### config.mk
export PLATFORM = sky130hd
export DESIGN_NAME = ldst_request_queue_flat
export DESIGN_NICKNAME = d
export VERILOG_FILES = /design/src/rtl/ldst_request_queue_if.sv /design/src/rtl/ldst_request_queue.sv /design/src/flat_wrapper.sv
export SDC_FILE = /design/constraint.sdc
export NUM_CORES = 2
export LEC_CHECK = 0
export ABC_AREA = 0
export CORE_MARGIN = 1.5
export CORE_UTILIZATION = 40
export CTS_CLUSTER_SIZE = 25
export DETAILED_ROUTE_END_ITERATION = 8
export GPL_TIMING_DRIVEN = 0
export MAX_ROUTING_LAYER = met4
export SYNTH_ARGS = -nofsm -noshare
export SYNTH_HDL_FRONTEND = slang
export SYNTH_SLANG_ARGS = --single-unit
### constraint.sdc
create_clock -name clk -period 4.5 [get_ports clk]
set_input_delay 0.9 -clock clk [delete_from_list [all_inputs] [get_ports clk]]
set_output_delay 0.9 -clock clk [all_outputs]
set_load 0.005 [all_outputs]
### src/rtl/ldst_request_queue_if.sv
// Signal bundle between the load/store queue, the EX/MEM pipeline, the memory
// system and MEM/WB. The slave modport is the queue's view.
interface ldst_request_queue_if #(
  parameter int ID_W   = 4,
  parameter int DEST_W = 5
);
  logic              req_valid;
  logic              req_rw;
  logic [31:0]       req_addr;
  logic [31:0]       req_wdata;
  logic [DEST_W-1:0] req_dest;
  logic              req_ready;

  logic [31:0]       mem_addr_out;
  logic [31:0]       mem_data_out;
  logic              mem_rw_out;
  logic [ID_W-1:0]   mem_id_out;
  logic              mem_valid_out;
  logic              mem_stall_in;
  logic [31:0]       mem_data_in;
  logic [ID_W-1:0]   mem_id_in;
  logic              mem_ready_in;

  logic              wb_valid;
  logic              wb_rw;
  logic [31:0]       wb_data;
  logic [DEST_W-1:0] wb_dest;
  logic              err_out;

  modport master (
    output req_valid, req_rw, req_addr, req_wdata, req_dest,
    input  req_ready,
    input  mem_addr_out, mem_data_out, mem_rw_out, mem_id_out, mem_valid_out,
    output mem_stall_in, mem_data_in, mem_id_in, mem_ready_in,
    input  wb_valid, wb_rw, wb_data, wb_dest, err_out
  );

  modport slave (
    input  req_valid, req_rw, req_addr, req_wdata, req_dest,
    output req_ready,
    output mem_addr_out, mem_data_out, mem_rw_out, mem_id_out, mem_valid_out,
    input  mem_stall_in, mem_data_in, mem_id_in, mem_ready_in,
    output wb_valid, wb_rw, wb_data, wb_dest, err_out
  );
endinterface

### src/rtl/ldst_request_queue.sv
// Load/store request queue: in-order allocate and issue, out-of-order response
// collection by slot id, in-order retire to MEM/WB.
module ldst_request_queue #(
  parameter int DEPTH  = 16,
  parameter int ID_W   = 4,
  parameter int DEST_W = 5
) (
  input logic                clk,
  input logic                rst_n,
  ldst_request_queue_if.slave bus
);

  typedef enum logic [1:0] {
    ST_FREE    = 2'd0,
    ST_PENDING = 2'd1,
    ST_ISSUED  = 2'd2,
    ST_DONE    = 2'd3
  } entry_state_e;

  localparam logic [ID_W:0] FULL_COUNT = (ID_W+1)'(DEPTH);

  entry_state_e      state_r [DEPTH];
  logic              rw_r    [DEPTH];
  logic [31:0]       addr_r  [DEPTH];
  logic [31:0]       wdata_r [DEPTH];
  logic [31:0]       rdata_r [DEPTH];
  logic [DEST_W-1:0] dest_r  [DEPTH];

  logic [ID_W-1:0]   tail_r;
  logic [ID_W-1:0]   iss_r;
  logic [ID_W-1:0]   head_r;
  logic [ID_W:0]     count_r;

  logic              ready_s;
  logic              alloc_s;
  logic              issue_s;
  logic              resp_hit_s;
  logic              resp_err_s;
  logic              retire_s;

  // The four strobes touch entries in four distinct states, so they never collide.
  always_comb begin
    ready_s    = 1'b0;
    alloc_s    = 1'b0;
    issue_s    = 1'b0;
    resp_hit_s = 1'b0;
    resp_err_s = 1'b0;
    retire_s   = 1'b0;
    ready_s    = (count_r < FULL_COUNT);
    alloc_s    = bus.req_valid && ready_s;
    issue_s    = (state_r[iss_r] == ST_PENDING) && !bus.mem_stall_in;
    retire_s   = (state_r[head_r] == ST_DONE);
    if (bus.mem_ready_in) begin
      if (state_r[bus.mem_id_in] == ST_ISSUED) begin
        resp_hit_s = 1'b1;
      end else begin
        resp_err_s = 1'b1;
      end
    end else begin
      resp_hit_s = 1'b0;
      resp_err_s = 1'b0;
    end
  end

  assign bus.req_ready     = ready_s;
  assign bus.mem_addr_out  = addr_r[iss_r];
  assign bus.mem_data_out  = wdata_r[iss_r];
  assign bus.mem_rw_out    = rw_r[iss_r];
  assign bus.mem_id_out    = iss_r;
  assign bus.mem_valid_out = (state_r[iss_r] == ST_PENDING);

  // Entry storage, entry lifecycle, pointers and occupancy count.
  always_ff @(posedge clk or negedge rst_n) begin
    if (!rst_n) begin
      for (int i = 0; i < DEPTH; i++) begin
        state_r[i] <= ST_FREE;
        rw_r[i]    <= 1'b0;
        addr_r[i]  <= 32'd0;
        wdata_r[i] <= 32'd0;
        rdata_r[i] <= 32'd0;
        dest_r[i]  <= '0;
      end
      tail_r  <= '0;
      iss_r   <= '0;
      head_r  <= '0;
      count_r <= '0;
    end else begin
      if (alloc_s) begin
        state_r[tail_r] <= ST_PENDING;
        rw_r[tail_r]    <= bus.req_rw;
        addr_r[tail_r]  <= bus.req_addr;
        wdata_r[tail_r] <= bus.req_wdata;
        dest_r[tail_r]  <= bus.req_dest;
        rdata_r[tail_r] <= 32'd0;
        tail_r          <= tail_r + ID_W'(1);
      end
      if (issue_s) begin
        state_r[iss_r] <= ST_ISSUED;
        iss_r          <= iss_r + ID_W'(1);
      end
      // Store responses complete the entry but their data is discarded.
      if (resp_hit_s) begin
        state_r[bus.mem_id_in] <= ST_DONE;
        rdata_r[bus.mem_id_in] <= rw_r[bus.mem_id_in] ? 32'd0 : bus.mem_data_in;
      end
      if (retire_s) begin
        state_r[head_r] <= ST_FREE;
        head_r          <= head_r + ID_W'(1);
      end
      case ({alloc_s, retire_s})
        2'b10:   count_r <= count_r + (ID_W+1)'(1);
        2'b01:   count_r <= count_r - (ID_W+1)'(1);
        default: count_r <= count_r;
      endcase
    end
  end

  // Registered retire pulse; wb fields hold their last value between pulses.
  always_ff @(posedge clk or negedge rst_n) begin
    if (!rst_n) begin
      bus.wb_valid <= 1'b0;
      bus.wb_rw    <= 1'b0;
      bus.wb_data  <= 32'd0;
      bus.wb_dest  <= '0;
    end else begin
      bus.wb_valid <= retire_s;
      if (retire_s) begin
        bus.wb_rw   <= rw_r[head_r];
        bus.wb_data <= rdata_r[head_r];
        bus.wb_dest <= dest_r[head_r];
      end
    end
  end

  // Sticky flag for responses that name an entry not awaiting one.
  always_ff @(posedge clk or negedge rst_n) begin
    if (!rst_n) begin
      bus.err_out <= 1'b0;
    end else if (resp_err_s) begin
      bus.err_out <= 1'b1;
    end
  end

endmodule

### src/flat_wrapper.sv
// flat-port wrapper written by rule: the top's interface ports become plain ports
module ldst_request_queue_flat 
#(
  parameter int DEPTH  = 16,
  parameter int ID_W   = 4,
  parameter int DEST_W = 5
)
  (clk, rst_n, bus_req_valid, bus_req_rw, bus_req_addr, bus_req_wdata, bus_req_dest, bus_req_ready, bus_mem_addr_out, bus_mem_data_out, bus_mem_rw_out, bus_mem_id_out, bus_mem_valid_out, bus_mem_stall_in, bus_mem_data_in, bus_mem_id_in, bus_mem_ready_in, bus_wb_valid, bus_wb_rw, bus_wb_data, bus_wb_dest, bus_err_out);
  ldst_request_queue_if #(.ID_W(ID_W), .DEST_W(DEST_W)) bus_i ();
  input logic clk;
  input logic rst_n;
  input wire logic [$bits(bus_i.req_valid)-1:0] bus_req_valid;
  input wire logic [$bits(bus_i.req_rw)-1:0] bus_req_rw;
  input wire logic [$bits(bus_i.req_addr)-1:0] bus_req_addr;
  input wire logic [$bits(bus_i.req_wdata)-1:0] bus_req_wdata;
  input wire logic [$bits(bus_i.req_dest)-1:0] bus_req_dest;
  output wire logic [$bits(bus_i.req_ready)-1:0] bus_req_ready;
  output wire logic [$bits(bus_i.mem_addr_out)-1:0] bus_mem_addr_out;
  output wire logic [$bits(bus_i.mem_data_out)-1:0] bus_mem_data_out;
  output wire logic [$bits(bus_i.mem_rw_out)-1:0] bus_mem_rw_out;
  output wire logic [$bits(bus_i.mem_id_out)-1:0] bus_mem_id_out;
  output wire logic [$bits(bus_i.mem_valid_out)-1:0] bus_mem_valid_out;
  input wire logic [$bits(bus_i.mem_stall_in)-1:0] bus_mem_stall_in;
  input wire logic [$bits(bus_i.mem_data_in)-1:0] bus_mem_data_in;
  input wire logic [$bits(bus_i.mem_id_in)-1:0] bus_mem_id_in;
  input wire logic [$bits(bus_i.mem_ready_in)-1:0] bus_mem_ready_in;
  output wire logic [$bits(bus_i.wb_valid)-1:0] bus_wb_valid;
  output wire logic [$bits(bus_i.wb_rw)-1:0] bus_wb_rw;
  output wire logic [$bits(bus_i.wb_data)-1:0] bus_wb_data;
  output wire logic [$bits(bus_i.wb_dest)-1:0] bus_wb_dest;
  output wire logic [$bits(bus_i.err_out)-1:0] bus_err_out;
  assign bus_i.req_valid = bus_req_valid;
  assign bus_i.req_rw = bus_req_rw;
  assign bus_i.req_addr = bus_req_addr;
  assign bus_i.req_wdata = bus_req_wdata;
  assign bus_i.req_dest = bus_req_dest;
  assign bus_req_ready = bus_i.req_ready;
  assign bus_mem_addr_out = bus_i.mem_addr_out;
  assign bus_mem_data_out = bus_i.mem_data_out;
  assign bus_mem_rw_out = bus_i.mem_rw_out;
  assign bus_mem_id_out = bus_i.mem_id_out;
  assign bus_mem_valid_out = bus_i.mem_valid_out;
  assign bus_i.mem_stall_in = bus_mem_stall_in;
  assign bus_i.mem_data_in = bus_mem_data_in;
  assign bus_i.mem_id_in = bus_mem_id_in;
  assign bus_i.mem_ready_in = bus_mem_ready_in;
  assign bus_wb_valid = bus_i.wb_valid;
  assign bus_wb_rw = bus_i.wb_rw;
  assign bus_wb_data = bus_i.wb_data;
  assign bus_wb_dest = bus_i.wb_dest;
  assign bus_err_out = bus_i.err_out;
  ldst_request_queue #(.DEPTH(DEPTH), .ID_W(ID_W), .DEST_W(DEST_W)) u_core (.clk(clk), .rst_n(rst_n), .bus(bus_i));
endmodule
# Yosys cells after proc, flatten, opt, wreduce, memory -nomap -nowiden
# Index checks and enable logic that the tools add are counted.
[word_totals] register_bits=1721 out_inout_bits=111 wordCells=210
[classes] addsub=5 magnitude_cmp=9 n_eq_ne=5 n_mux=63 bitwise_logic=15 n_reduce_logical=8
[ops] operator="bitwise mux 512 bit" count=3
[ops] operator="two-way mux 512 bit" count=2
[ops] operator="bitwise AND 512 bit" count=1
[ops] operator="inverter 512 bit" count=1
[ops] operator="two-way mux 32 bit" count=13
[ops] operator="binary-select mux 32 bit (select 4 bit)" count=3
[ops] operator="demux 32 bit (select 4 bit)" count=2
[ops] operator="bitwise mux 80 bit" count=1
[ops] operator="bitwise AND 16 bit" count=2
[ops] operator="bitwise AND 32 bit" count=1
[ops] operator="demux 2 bit (select 4 bit)" count=4
[ops] operator="inverter 16 bit" count=2
[ops] operator="inverter 32 bit" count=1
[ops] operator="OR 16 bit" count=2
[ops] operator="OR 32 bit" count=1
[ops] operator="binary-select mux 2 bit (select 4 bit)" count=3
[ops] operator="binary-select mux 5 bit (select 4 bit)" count=1
[ops] operator="demux 5 bit (select 4 bit)" count=1
[ops] operator=">= comparator 5 bit (second input constant)" count=4
[ops] operator="less-than comparator 5 x 1 -> 1 bit (second input constant)" count=4
[ops] operator="two-way mux 2 bit" count=10
[ops] operator="inverter 4 -> 5 bit" count=4
[ops] operator="bitwise mux 16 bit" count=1
[ops] operator="two-way mux 5 bit" count=3
[ops] operator="13 further kinds" count=35

# Longest topological paths before layout
[logic_depth] ltp_word=14 depth_mapped=17 depth_no_buf=13

# Least setup slack after synthesis
# Ideal clock, no wire load.
[synth_timing] path_type="flip-flop to flip-flop" start="register u_core.head_r[0]" end="register u_core.count_r[4]" setup_time_ns=0.122 arrival_ns=3.165 slack_ns=1.212 path_stages_with_launch=18 path_buffers=4 cell_sequence="dfrtp_1 -> buf_6 -> nand3_1 -> o21ai_0 -> mux4_2 -> buf_2 -> a211oi_4 -> buf_6 -> inv_1 -> ha_1 -> clkbuf_1 -> xor2_1 -> ha_1 -> a21oi_1 -> o21ai_0 -> a22oi_1 -> nor2_1 -> xnor2_1"
[synth_via] elab_chain_len=7 word_cells_on_any_way=9
[synth_lines] element="start: declaration" line="ldst_request_queue.sv:31" source="logic [ID_W-1:0] head_r;"
[synth_lines] element="start signal: assignment" line="ldst_request_queue.sv:108" source="head_r <= head_r + ID_W'(1);"
[synth_lines] element="inverter 4 -> 5 bit (not written as such) *" line="ldst_request_queue.sv:52" source="retire_s = (state_r[head_r] == ST_DONE);"
[synth_lines] element="binary-select mux 2 bit (select 4 bit) *" line="ldst_request_queue.sv:52"
[synth_lines] element="two-way mux 2 bit (not written as such) * (2 in series)" line="ldst_request_queue.sv:52"
[synth_lines] element="equality test 2 bit *" line="ldst_request_queue.sv:52"
[synth_lines] element="named net u_core.retire_s" line="ldst_request_queue.sv:39" source="logic retire_s;"
[synth_lines] element="equality test 2 x 1 -> 1 bit or equality test 2 bit (tied branches)" line="ldst_request_queue.sv:110" source="case ({alloc_s, retire_s})"
[synth_lines] element="one-hot mux 5 bit (2 select lines) or nonzero test 2 bit (tied branches)"
[synth_lines] element="end signal: assignment" line="ldst_request_queue.sv:111" source="2'b10: count_r <= count_r + (ID_W+1)'(1);"
[synth_lines] element="end signal: assignment" line="ldst_request_queue.sv:112" source="2'b01: count_r <= count_r - (ID_W+1)'(1);"
[synth_lines] element="end signal: assignment" line="ldst_request_queue.sv:113" source="default: count_r <= count_r;"
[synth_lines] element="end: declaration" line="ldst_request_queue.sv:32" source="logic [ID_W:0] count_r;"
# Mark *: on every way through the listed nets, which the timed path passes. The rest lies on a longest branch. The select of a mux whose other input is x is not followed.
# A chain may end at the register's enable or synchronous reset.

# Final worst setup path
[layout_timing] start="register u_core.iss_r[1] (netlist: u_core.bus.mem_id_out[1])" end="output bus_mem_addr_out[3]"
[layout_via] elab_chain_len=4
[layout_lines] element="start: declaration" line="ldst_request_queue.sv:30" source="logic [ID_W-1:0] iss_r;"
[layout_lines] element="start signal: assignment" line="ldst_request_queue.sv:99" source="iss_r <= iss_r + ID_W'(1);"
[layout_lines] element="inverter 4 -> 5 bit (not written as such)" line="ldst_request_queue.sv:66" source="assign bus.mem_addr_out = addr_r[iss_r];"
[layout_lines] element="binary-select mux 32 bit (select 4 bit)" line="ldst_request_queue.sv:66"
[layout_lines] element="two-way mux 32 bit (not written as such) (2 in series)" line="ldst_request_queue.sv:66"
[layout_lines] element="end: declaration" line="flat_wrapper.sv:18" source="output wire logic [$bits(bus_i.mem_addr_out)-1:0] bus_mem_addr_out;"
# No other way between the ends. The select of a mux whose other input is x is not followed.

==> summary.md <==
| Metric | Value |
|---|---|
| Largest cells by area after synthesis | `dfrtp_1 56%, mux4_2 15%, mux2_2 13%` |
| Antenna violations before repair | `28` |
| DR vias/cell | `5.80` |
| Share of the yosys chip area belonging to registers | `55.9%` |
| Synthesized instance count | `5648` |
| Crit share post-route | `98.3%` |
| Crit-path cells | `buf_6 -> clkbuf_16 -> clkbuf_16 -> buf_6 -> mux4_2 -> mux4_2 -> clkdlybuf4s50_1` |
| Cell taking the most area after synthesis | `dfrtp_1` |
| Die footprint | `195000 um2` |
| Layout Utilization | `46.8%` |
| Row cnt | `160` |
| NumNets Final | `6195` |
| Ports | `222` |
| Area growth syn-to-layout | `15.9%` |
| Worst VDD drop | `432 uV` |
| Initial core utilization | `40.4%` |
| Yosys reg bits | `1721` |
| Final Hold Fails | `0` |
| Hold Crit Depth | `2` |
| Pleak | `41.4 nW` |
| Post-synth EDFFs | `0` |
| Status | `complete, no violations` |
| Top cell type's share of synthesized area | `55.9%` |
| Buffers on Ports | `219` |
| Final count of pins violating max slew | `0` |
| Fin Hold WS | `469 ps` |
| CTS tree | `done` |
| CP Class | `reg -> out` |
| Reg2reg end | `u_core.count_r[4]$_DFFE_PN0P_` |
| CP Buf/Inv Count | `5` |
| CP max FO | `10` |
| Clk buf depth | `3` |
| Critical Path RT | `3600 ps` |
| Hold wc startpoint | `u_core.wdata_r[282]$_DFFE_PN0P_` |
| # setup viols final | `0` |
| Post-synth ARST share | `100%` |
| Worst slew pin tran | `1460 ps` |
| CTS sink cnt | `1721` |
| Max-cap violations | `0` |
| Slew margin rel. | `2.61%` |
| Post-synthesis instance area | `77000 um2` |
| Overflow after GRT | `0` |
| Initial DRC count | `4820` |
| Core ar. | `191000 um2` |
| Yosys warns | `0` |
| Nature of the critical path startpoint | `flop` |
| Worst skew pair latency | `830 ps` |
| Ys flop type | `dfrtp_1` |
| First drt pass iteration count | `5` |
| Slowest cell on crit path | `mux4_2` |
| Distinct cells, synth | `66` |
| Gr usage total | `24.8%` |
| Die X | `442 um` |
| Max Freq | `226 MHz` |
| Die Span Y | `442 um` |
| # DRC | `0` |
| Power per cell area | `637 nW/um2` |
| Reg clk slew, reported paths | `60 ps` |
| Syn Nets | `5774` |
| Most frequent cell after synthesis | `dfrtp_1` |
| First-pass GRT wire length | `352000 um` |
| RSZ-0062 raised after global routing | `false` |
| Delay-heaviest family, CP | `buffers and inverters` |
| Cells on worst reg2reg path | `16` |
| Total CTS buffers | `184` |
| R2r startpoint | `u_core.head_r[0]$_DFFE_PN0N_` |
| Crit path arrival time | `3520 ps` |
| R2R Setup Slk | `310 ps` |
| Overall routed net length | `235000 um` |
| DP HPWL | `157000 um` |
| Share of cells above drive strength 1 | `30.0%` |
| Routed len/inst | `26.9 um` |
| Routability cong. | `0.894` |
| Top post-synthesis cells by count | `1721 x dfrtp_1, 1094 x nand2_1, 880 x mux2_2` |
| Post-layout min period | `4420 ps` |
| Mean Syn Cell Area | `13.6 um2` |
| Post-route ant nets | `0` |
| Largest net degree at the start of global routing | `181` |
| CP max stage delay | `630 ps` |
| CTS root buffer | `clkbuf_16` |
| Hold path endpoint | `u_core.wdata_r[282]$_DFFE_PN0P_` |
| Vias | `50700` |
| Vias in the first global route | `52300` |
| Htree depth | `4` |
| Hold Crit Class | `reg -> reg` |
| FILL cells | `16900` |
| Skew final | `32.2 ps` |
| CP Capture Type | `primary output` |
## worst min-delay path: cells and delay by family, from the launching register on
family	cells	cell delay, ps
DFF	1	340
and+or+nand+nor	2	100
## kinds of logic (layout without fill, tap and decap cells)
group / after synthesis / after routing / synth area share (%)
AO/OA/AOI/OAI: 601 / 601 / 5.32
XOR/XNOR: 12 / 12 / 0.137
other: 0 / 15 / 0
buffers and inverters: 514 / 1082 / 2.67
flip-flops: 1721 / 1721 / 55.9
adder cells (fa/ha/maj): 15 / 15 / 0.244
AND/OR/NAND/NOR: 1376 / 1376 / 7.39
multiplexers: 1409 / 1409 / 28.3
## cells in the final DEF (no fill, tap or decap), types with 5 or more instances in the layout
| cell type | n |
|---|---|
| dfrtp_1 | 1719 |
| nand2_1 | 1094 |
| mux2_2 | 880 |
| mux4_2 | 526 |
| clkbuf_1 | 371 |
| o21ai_0 | 282 |
| clkdlybuf4s50_1 | 217 |
| clkbuf_16 | 188 |
| nand3_1 | 161 |
| a22o_1 | 133 |
| o2bb2ai_1 | 97 |
| clkbuf_8 | 59 |
| buf_2 | 59 |
| clkinv_2 | 32 |
| buf_1 | 29 |
| buf_4 | 25 |
| inv_1 | 22 |
| nor2b_1 | 22 |
| clkbuf_2 | 19 |
| a21oi_1 | 18 |
| o21ai_1 | 17 |
| buf_6 | 16 |
| diode_2 | 15 |
| ha_1 | 15 |
| and3_1 | 14 |
| and2_1 | 14 |
| nor2_1 | 12 |
| buf_16 | 12 |
| nand2b_1 | 11 |
| a31oi_1 | 9 |
| xnor2_1 | 9 |
| nand4_1 | 8 |
| or4_1 | 6 |
| bufinv_16 | 6 |
| a221oi_1 | 5 |
## metal layers
layer  global-route usage (%)  routed length, um
met1                     32.5              97900
met2                     38.4             113000
met5                        -                  0
met3                     5.08              16700
met4                     8.41               7830
## state kept, by name (all words and copies together) (netlist names), 5 cells and up
signal / flops
u_core.addr_r: 512
u_core.bus.wb_data: 32
u_core.bus.wb_dest: 5
u_core.count_r: 5
u_core.dest_r: 80
u_core.rdata_r: 512
u_core.rw_r: 16
u_core.state_r: 32
u_core.wdata_r: 512
## where the power goes
part	switching (mW)	internal (mW)	leakage, nW
Combinational	9.47	9.97	15.0
Sequential	2.33	19.8	23.3
Clock	6.52	8.80	3.01
Total	18.3	38.5	41.4
## how the worst max path moves through the flow
stage                                               startpoint  depth (start not counted)                                 end
after CTS                 u_core.bus.mem_id_out[0]$_DFFE_PN0N_                          6                 bus_mem_addr_out[3]
after global routing      u_core.bus.mem_id_out[0]$_DFFE_PN0N_                          6                bus_mem_data_out[16]
after global placement                                   rst_n                          1  u_core.bus.wb_data[23]$_DFFE_PN0N_
final                     u_core.bus.mem_id_out[1]$_DFFE_PN0N_                          7                 bus_mem_addr_out[3]
after floorplan                   u_core.head_r[0]$_DFFE_PN0N_                         17       u_core.count_r[4]$_DFFE_PN0P_
after detailed placement  u_core.bus.mem_id_out[1]$_DFFE_PN0N_                          7                bus_mem_data_out[28]
## cell type report
| cell class | instances | area, um2 | area share [%] |
|---|---|---|---|
| diodes | 15 | 37.5 | 0.0421 |
| multi-input cells | 3413 | 31900 | 35.7 |
| plain buffers | 490 | 2350 | 2.64 |
| well taps | 2511 | 3140 | 3.52 |
| inverters | 23 | 98.8 | 0.111 |
| clock inverters | 51 | 564 | 0.632 |
| flip-flops and latches | 1721 | 43100 | 48.3 |
| repair buffers | 236 | 2570 | 2.88 |
| clock buffers | 282 | 5520 | 6.18 |
## per-stage QoR
step	setup TNS (ps)	power, mW	cell area (um2)	instances	setup slack, ps
2_1_floorplan	0	33.9	77000	5648	1210
3_3_place_gp	-	41.3	82300	8378	-76170
3_5_place_dp	-112610	41.5	82700	8391	-975
4_1_cts	-5.87	57.2	89200	8728	-5.87
5_1_grt	0	59.5	89200	8736	0.664
6_report	0	56.9	89200	8742	78.0
## repair_timing
action                                 CTS  global route
resized for setup                      214             6
setup endpoints to repair               68            12
pin swaps                                1             0
hold buffers                             1             0
buffers inserted                         3             0
endpoints found under the hold margin    5             0
Note: power is estimated with default switching activity, not from simulation.
